==> config.mk <==
export PLATFORM = sky130hd
export DESIGN_NAME = packed_word_serializer
export DESIGN_NICKNAME = d
export VERILOG_FILES = /design/src/rtl/packed_array_pkg.sv /design/src/rtl/keep_first_set.sv /design/src/rtl/packed_word_serializer.sv
export SDC_FILE = /design/constraint.sdc
export NUM_CORES = 1
export LEC_CHECK = 0
export BUFFER_PORTS_ARGS = -buffer_cell sky130_fd_sc_hd__buf_2
export CAP_MARGIN = 0
export CELL_PAD_IN_SITES_DETAIL_PLACEMENT = 1
export CELL_PAD_IN_SITES_GLOBAL_PLACEMENT = 1
export CORE_ASPECT_RATIO = 2
export CORE_MARGIN = 2
export CORE_UTILIZATION = 42
export CTS_BUF_LIST = sky130_fd_sc_hd__clkbuf_4
export DETAILED_ROUTE_END_ITERATION = 7
export GPL_TIMING_DRIVEN = 0
export HOLD_SLACK_MARGIN = 0.02
export PLACE_DENSITY = 0.89
export SLEW_MARGIN = 20
export SYNTH_ARGS = -nofsm -noshare
export SYNTH_HDL_FRONTEND = slang
export SYNTH_SLANG_ARGS = --single-unit
==> constraint.sdc <==
create_clock -name clk -period 3.5 [get_ports clk]
set_clock_uncertainty 0.1 [all_clocks]
set_input_delay 0.525 -clock clk [delete_from_list [all_inputs] [get_ports clk]]
set_output_delay 0.525 -clock clk [all_outputs]
set_load 0.01 [all_outputs]
==> src/rtl/packed_array_pkg.sv <==
// Shared types for the packed word datapath: bytes, 2x2 packed words,
// per-byte keep masks and the serializer state encoding.
package packed_array_pkg;

  localparam int N_BYTES = 4;

  typedef logic [7:0]             byte_t;
  typedef logic [1:0][1:0][7:0]   word_t;
  typedef logic [N_BYTES-1:0]     keep_t;

  typedef enum logic {
    IDLE = 1'b0,
    SEND = 1'b1
  } ser_state_e;

endpackage

==> src/rtl/keep_first_set.sv <==
// Lowest-set-bit finder on a 4-bit keep mask. Purely combinational so the
// packer and the serializer can both decode their pending masks in-cycle.
module keep_first_set
  import packed_array_pkg::*;
(
  input  logic [3:0] mask,
  output logic [1:0] idx,
  output logic [3:0] onehot,
  output logic       single
);

  // Isolate the lowest set bit, encode it, and flag a mask with one bit left.
  always_comb begin
    onehot = mask & (~mask + 4'd1);
    idx    = 2'd0;
    if (onehot[1]) idx = 2'd1;
    if (onehot[2]) idx = 2'd2;
    if (onehot[3]) idx = 2'd3;
    single = (mask != 4'd0) && ((mask & (mask - 4'd1)) == 4'd0);
  end

endmodule

==> src/rtl/packed_word_serializer.sv <==
// Takes one packed 2x2 byte word per handshake and streams its kept bytes
// out in ascending flat index order. All byte-side outputs decode from
// registered state, so this block is the timing break to the byte link.
module packed_word_serializer
  import packed_array_pkg::*;
#(
  parameter int BYTE_W  = 8,
  parameter int N_BYTES = 4
) (
  input  logic                      clk,
  input  logic                      rst_n,
  input  logic                      in_valid,
  output logic                      in_ready,
  input  logic [N_BYTES*BYTE_W-1:0] in_data,
  input  logic [N_BYTES-1:0]        in_keep,
  output logic                      out_valid,
  input  logic                      out_ready,
  output logic [BYTE_W-1:0]         out_data,
  output logic [1:0]                out_idx,
  output logic                      out_last,
  output logic                      busy
);

  ser_state_e state;
  keep_t      rem;
  word_t      word_p1;
  logic       ready_en;

  logic [1:0] cur_idx;
  logic [3:0] cur_onehot;
  logic       cur_single;
  logic       accept;
  logic       byte_hs;

  keep_first_set u_first (
    .mask   (rem),
    .idx    (cur_idx),
    .onehot (cur_onehot),
    .single (cur_single)
  );

  // Output decode from registered state only; in_ready sees out_ready but
  // never in_valid, so the upstream handshake has no combinational loop.
  always_comb begin
    out_valid = (state == SEND);
    busy      = (state == SEND);
    out_idx   = cur_idx;
    out_last  = (state == SEND) && cur_single;
    out_data  = (state == SEND) ? word_p1[cur_idx[1]][cur_idx[0]] : '0;
    in_ready  = ready_en && ((state == IDLE) || (cur_single && out_ready));
    accept    = in_valid && in_ready;
    byte_hs   = (state == SEND) && out_ready;
  end

  // Control FSM: a new word (even on the last-byte cycle) replaces the
  // remaining mask; otherwise each byte handshake retires one mask bit.
  always_ff @(posedge clk or negedge rst_n) begin
    if (!rst_n) begin
      state    <= IDLE;
      rem      <= '0;
      ready_en <= 1'b0;
    end else begin
      ready_en <= 1'b1;
      if (accept) begin
        rem   <= in_keep;
        state <= (in_keep != '0) ? SEND : IDLE;
      end else if (byte_hs) begin
        rem <= rem & ~cur_onehot;
        if (cur_single) state <= IDLE;
      end
    end
  end

  // Word holding register: data only, loaded when a non-empty word lands.
  always_ff @(posedge clk) begin
    if (accept && (in_keep != '0)) word_p1 <= in_data;
  end

endmodule

==> results.ini, run 1 <==
[placement]
postPlaceCellArea_mm2 = 0.00194
place_ws_ns = 0.945
dp_cells = 196
gp_congestion = 0.691
portBuffers = 53
dp_hpwl_um = 2660

[routing]
ant_nets = 0
vias = 1013
drc = 0
firstDrtPassIters = 3
initialDrtViolationCount = 13
totalWireLength_um = 3170
routedWlPerCell_um = 15.5
vias_per_cell = 4.94

[power_and_ir_drop]
power.total_mw = 1.56
p_leak_nw = 0.819
powerDensity_mw_per_mm2 = 778
peakVddDrop_mv = 0.426

[clock_network]
h-tree-depth = 2
numCtsBuffers = 5
clk_path_buf_depth = 2
clock_sinks = 38
cts_root_buf = clkbuf_4
cts_tree = built
cts_setup_buffers = 0
clk_pin_slew_worst_paths_ns = 0.10
insertion_delay_ns = 0.33

[outcome]
status = complete, no violations

[worst_setup_path]
critPathMaxStageDelay_ns = 0.38
startpoint_type = flip-flop
cp.required_ns = 2.87
crit_family = buffers and inverters
path_cells = buf_4, nor2_1, o21a_1, buf_2, mux4_2, and2_1, buf_2
cp.arrival_ns = 2.11
cp_max_fo = 9
cp_common_cell = buf_2
end_kind = output pin
worst-r2r-setup-slack_ns = 0.96
worstSetupPathType = reg2out
path_buf_inv = 3
slowest_stage = dfrtp_1

[synthesis]
avgSynthCellArea_um2 = 17.1
synth_top_family_by_area = multiplexers
ys_seq_area_share_pct = 69.3
synth_mux_area_share_pct = 13.1
synth_adder_area_share_pct = 0
ys_ff_latch = 38
synthXorXnorAreaFrac_pct = 0.546
ys_types = 29
synth-compound-area-share_pct = 6.01
synthCells = 94
syn_area_mm2 = 0.00160
yosys_warnings = 0
syn_nets = 134
synthSimpleGateAreaFrac_pct = 8.35

[floorplan]
die_h_um = 91.4
coreArea_mm2 = 0.00365
die_width_um = 47.7
rows = 31
initial_utilization_pct = 44.0
die-area_mm2 = 0.00436
pin_count = 54

[grt]
track_usage_pct = 17.1
antenna_found_initial = 0
grt_pass1_wl_um = 5090
grt_max_degree = 33
overflow = 0
grt_pass1_vias = 1138

[timing]
hold_ws_ns = 0.263
slew_viol_final = 0
tns_ns = 0
fin_ws_ns = 0.769
worst_pin_slew_ns = 0.827
min_period_ns = 2.73
fin_crit_sh_pct = 78.0
report.final.hold_viol_count = 0
slew_headroom_pct = 44.7
timing.fmax_ghz = 0.366
rsz0062_at_grt = no
setup_viol_count_final = 0

[cells_and_area]
antenna_cells = 0
num-fill-cells = 392
syn_to_final_growth_pct = 24.8
num-nets-final = 195
layout.cells.non_filler = 205
fin_area_mm2 = 0.00200
drive_gt1_share_pct = 48.1
final_util_pct = 54.9

[min_path]
hold_class = in2reg

[run]
max_cap_violations = 0

[routing by layer]
metal	GRT usage, %	vias up	wire [µm]
met5	0	-	0
met4	7.88	0	67
met3	4.97	9	148
met2	31.4	38	2010
met1	14.8	485	940
li1	-	481	-
[where the power goes]
part | leakage [nW] | internal [mW] | switching (mW)
clock | 0.0331 | 0.0832 | 0.127
sequential | 0.369 | 0.578 | 0.0551
combinational | 0.417 | 0.351 | 0.361
total | 0.819 | 1.01 | 0.543
[state kept, by name, indices dropped and copies added (netlist names)]
register  flops
rem           4
busy          1
ready_en      1
word_p1      32
[path summary, 6_finish.rpt]
path | start | end | depth (start not counted)
max | rem[0] | out_data[6] | 7
min | in_data[20] | word_p1[20] | 1
max reg2reg | rem[0] | word_p1[16] | 6
min reg2reg | rem[2] | rem[2] | 2
max in group asynchronous | rst_n | ready_en | 2
min in group asynchronous | rst_n | rem[3] | 2
[repair_timing]
action | CTS | global route
hold buffers | 1 | 0
gates resized for setup | 0 | 0
endpoints found under the hold margin | 6 | 0
[cells in the mapped netlist]
| cell type | number | area (µm²) |
|---|---|---|
| a31oi_1 | 1 | 6.26 |
| nand2_1 | 4 | 15.0 |
| mux2i_1 | 3 | 30.0 |
| a41o_1 | 1 | 10.0 |
| o221ai_1 | 1 | 8.76 |
| buf_4 | 2 | 15.0 |
| o21ai_0 | 4 | 20.0 |
| xor2_1 | 1 | 8.76 |
| nand3b_1 | 1 | 7.51 |
| inv_1 | 3 | 11.3 |
| o21ai_1 | 1 | 5.00 |
| o22ai_1 | 1 | 6.26 |
| nor2_1 | 3 | 11.3 |
| o21a_1 | 1 | 7.51 |
| inv_2 | 1 | 3.75 |
| nand3_1 | 1 | 5.00 |
| conb_1 | 1 | 3.75 |
| buf_2 | 1 | 5.00 |
| clkbuf_1 | 1 | 3.75 |
| and2_1 | 10 | 62.6 |
| nand2b_1 | 1 | 6.26 |
| a21boi_0 | 1 | 7.51 |
| edfxtp_1 | 32 | 961 |
| mux4_2 | 8 | 180 |
| dfrtp_1 | 6 | 150 |
| nor2_8 | 1 | 20.0 |
| o41ai_1 | 1 | 8.76 |
| nor2b_1 | 1 | 6.26 |
| a21oi_4 | 1 | 16.3 |
[logic make-up after synthesis]
group	Yosys count
and+or+nand+nor	22
AOI/OAI and AO/OA	13
muxes	11
xor gates and xnor gates	1
buffers and inverters	8
DFF	38
other	1
[placed cells by master, fill, tap and decap left out, drive strengths merged, types with 2 or more instances in the layout]
cell type,n
nor2,4
o21ai,5
clkinv,2
mux2i,3
clkbuf,7
and2,10
dfrtp,6
inv,4
nand2,4
buf,56
mux4,8
edfxtp,32
[cell type report]
| cell class | instances | area (µm²) | area share, % |
|---|---|---|---|
| Tap cell | 49 | 61.3 | 3.06 |
| Multi-Input combinational cell | 48 | 460 | 23.0 |
| Sequential cell | 38 | 1110 | 55.5 |
| Clock buffer | 6 | 45.0 | 2.25 |
| Timing Repair Buffer | 54 | 275 | 13.8 |
| Buffer | 4 | 23.8 | 1.19 |
| Clock inverter | 2 | 8.76 | 0.438 |
| Inverter | 4 | 15.0 | 0.750 |
(Power assumes the default switching activity.)
==> inputs of run 2 (changes only) <==
- CORE_UTILIZATION: 42 -> 38
- PLACE_DENSITY: 0.89 -> 0.85
- clock period: 3.5 -> 2.45 ns (I/O delays scaled with it)
==> run 2 against run 1 <==
The run now ends with setup timing left. Sequential share of layout area down 1.3 points. Cell count up 1.5%. First-iteration DRC count down 15%. Design area up 2.4%. Global-route usage down 1.8 points. Critical endpoint is now out_data[0].
==> results.ini, run 2 (synthesized netlist as in run 1, its figures left out) <==
[floorplan]
coreArea_mm2 = 0.00409
pin_count = 54
rows = 33
die_h_um = 95.8
initial_utilization_pct = 39.2
die_width_um = 49.9
die-area_mm2 = 0.00479

[routing]
drc = 0
vias = 1018
initialDrtViolationCount = 11
ant_nets = 0
totalWireLength_um = 3280
vias_per_cell = 4.89
routedWlPerCell_um = 15.8
firstDrtPassIters = 2

[min_path]
hold_class = in2reg

[worst_setup_path]
path_cells = inv_2, a21oi_4, nor2_8, mux4_2, and2_4, buf_6
cp_max_fo = 9
crit_family = multiplexers
startpoint_type = flip-flop
cp.arrival_ns = 2.02
cp.required_ns = 1.98
end_kind = output pin
path_buf_inv = 2
worstSetupPathType = reg2out
critPathMaxStageDelay_ns = 0.54
slowest_stage = mux4_2

[power_and_ir_drop]
comb_power_share_pct = 49.3
p_int_mw = 1.57
swShare_pct = 34.3
powerDensity_mw_per_mm2 = 1170
p_sw_mw = 0.819
peakVddDrop_mv = 0.521
p_leak_nw = 0.833
power.total_mw = 2.39
p_clk_share_pct = 12.8
pwr-share-seq_pct = 38.0

[cells_and_area]
largest_register = word_p1
reg_top3 = word_p1 (32), rem (4)
regArea_mm2 = 0.00111
final_util_pct = 50.1
largest_reg_flops = 32
syn_to_final_growth_pct = 27.9
final_common_cell = buf_2
multi_input_area_um2 = 477
num-nets-final = 195
antenna_cells = 0
num-fill-cells = 428
mostFrequentLayoutCells = buf_2, edfxtp_1, mux4_2, clkbuf_4
drive_gt1_share_pct = 52.6

[timing]
tns_ns = -0.240
min_period_ns = 2.49
fin_ws_ns = -0.0350
rsz0062_at_grt = yes
hold_ws_ns = 0.106
report.final.hold_viol_count = 0
fin_crit_sh_pct = 101
timing.fmax_ghz = 0.402
setup_viol_count_final = 8
worst_pin_slew_ns = 0.830
slew_headroom_pct = 44.5
slew_viol_final = 0

[grt]
track_usage_pct = 15.3
grt_pass1_wl_um = 5180
grt_pass1_vias = 1082
grt_max_degree = 33
overflow = 0
antenna_found_initial = 0

[clock_network]
cts_root_buf = clkbuf_4
insertion_delay_ns = 0.32
h-tree-depth = 2
clk_pin_slew_worst_paths_ns = 0.11
cts_tree = built
numCtsBuffers = 5
clock_sinks = 38
cts_setup_buffers = 0
clk_path_buf_depth = 2

[placement]
dp_hpwl_um = 2560
portBuffers = 53
gp_congestion = 0.832

[outcome]
violations = setup timing
status = finished, violations left

[run]
max_cap_violations = 0

-- run 2: cell count changes in the layout (fill, tap and decap cells not counted) --
cell | before | now
a21boi_0 | 1 | 0
a21boi_2 | 0 | 1
and2_1 | 10 | 5
and2_4 | 0 | 5
buf_4 | 2 | 3
dfrtp_1 | 6 | 5
dfrtp_2 | 0 | 1
buf_6 | 0 | 4
buf_2 | 54 | 49
-- run 2: per-layer routing --
layer	vias up	global-route usage (%)	routed length [µm]
met5	-	0	0
met2	36	30.7	2090
li1	477	-	-
met3	4	3.57	138
met1	501	13.5	1010
met4	0	7.87	44
-- run 2: final timing paths --
check                                 from  depth (start not counted)     endpoint  slack (ns)
worst max-delay path                rem[2]                          6  out_data[0]       -0.04
worst min-delay path            in_data[3]                          1   word_p1[3]        0.11
worst max register to register      rem[0]                          6  word_p1[26]        0.05
worst min register to register      rem[2]                          2       rem[3]        0.56
max in group asynchronous            rst_n                          2       rem[2]        1.80
min in group asynchronous            rst_n                          2     ready_en        0.29
-- run 2: final cells by class --
| class | count | area share, % |
|---|---|---|
| Buffer | 4 | 1.28 |
| Clock buffer | 6 | 2.20 |
| Clock inverter | 2 | 0.427 |
| Inverter | 4 | 0.733 |
| Multi-Input combinational cell | 48 | 23.3 |
| Sequential cell | 38 | 54.3 |
| Tap cell | 52 | 3.17 |
| Timing Repair Buffer | 54 | 14.7 |
-- run 2: worst reg2reg max path, cell delays in order (launching register included) --
cell,delay [ns]
dfrtp_1,0.38
buf_4,0.17
o21ai_0,0.16
o21ai_0,0.11
o21ai_1,0.30
a21boi_2,0.14
nor2_4,0.65
-- run 2: timing repair --
item                                    CTS  global route
endpoints found under the setup margin   41            41
hold buffers                              1             0
pin swaps                                 1             1
gates resized for setup                   4             9
endpoints found under the hold margin     6             0
-- run 2: metrics by stage --
step	std cells	cell area (µm²)	setup WS, ns
2_1_floorplan	94	1610	0.302
3_3_place_gp	199	1940	0.0456
3_5_place_dp	199	1940	-0.0842
4_1_cts	208	2010	-0.0739
5_1_grt	208	2050	-0.174
6_report	208	2050	-0.0350
-- run 2: power groups by stage --
stage	clock, mW	combinational (mW)	sequential (mW)
finish	0.304	1.18	0.907
global route	0.344	1.29	0.921
CTS	0.323	1.07	0.908
detailed placement	0	1.04	0.921
global placement	0	1.00	0.902
floorplan	0	0.723	0.899
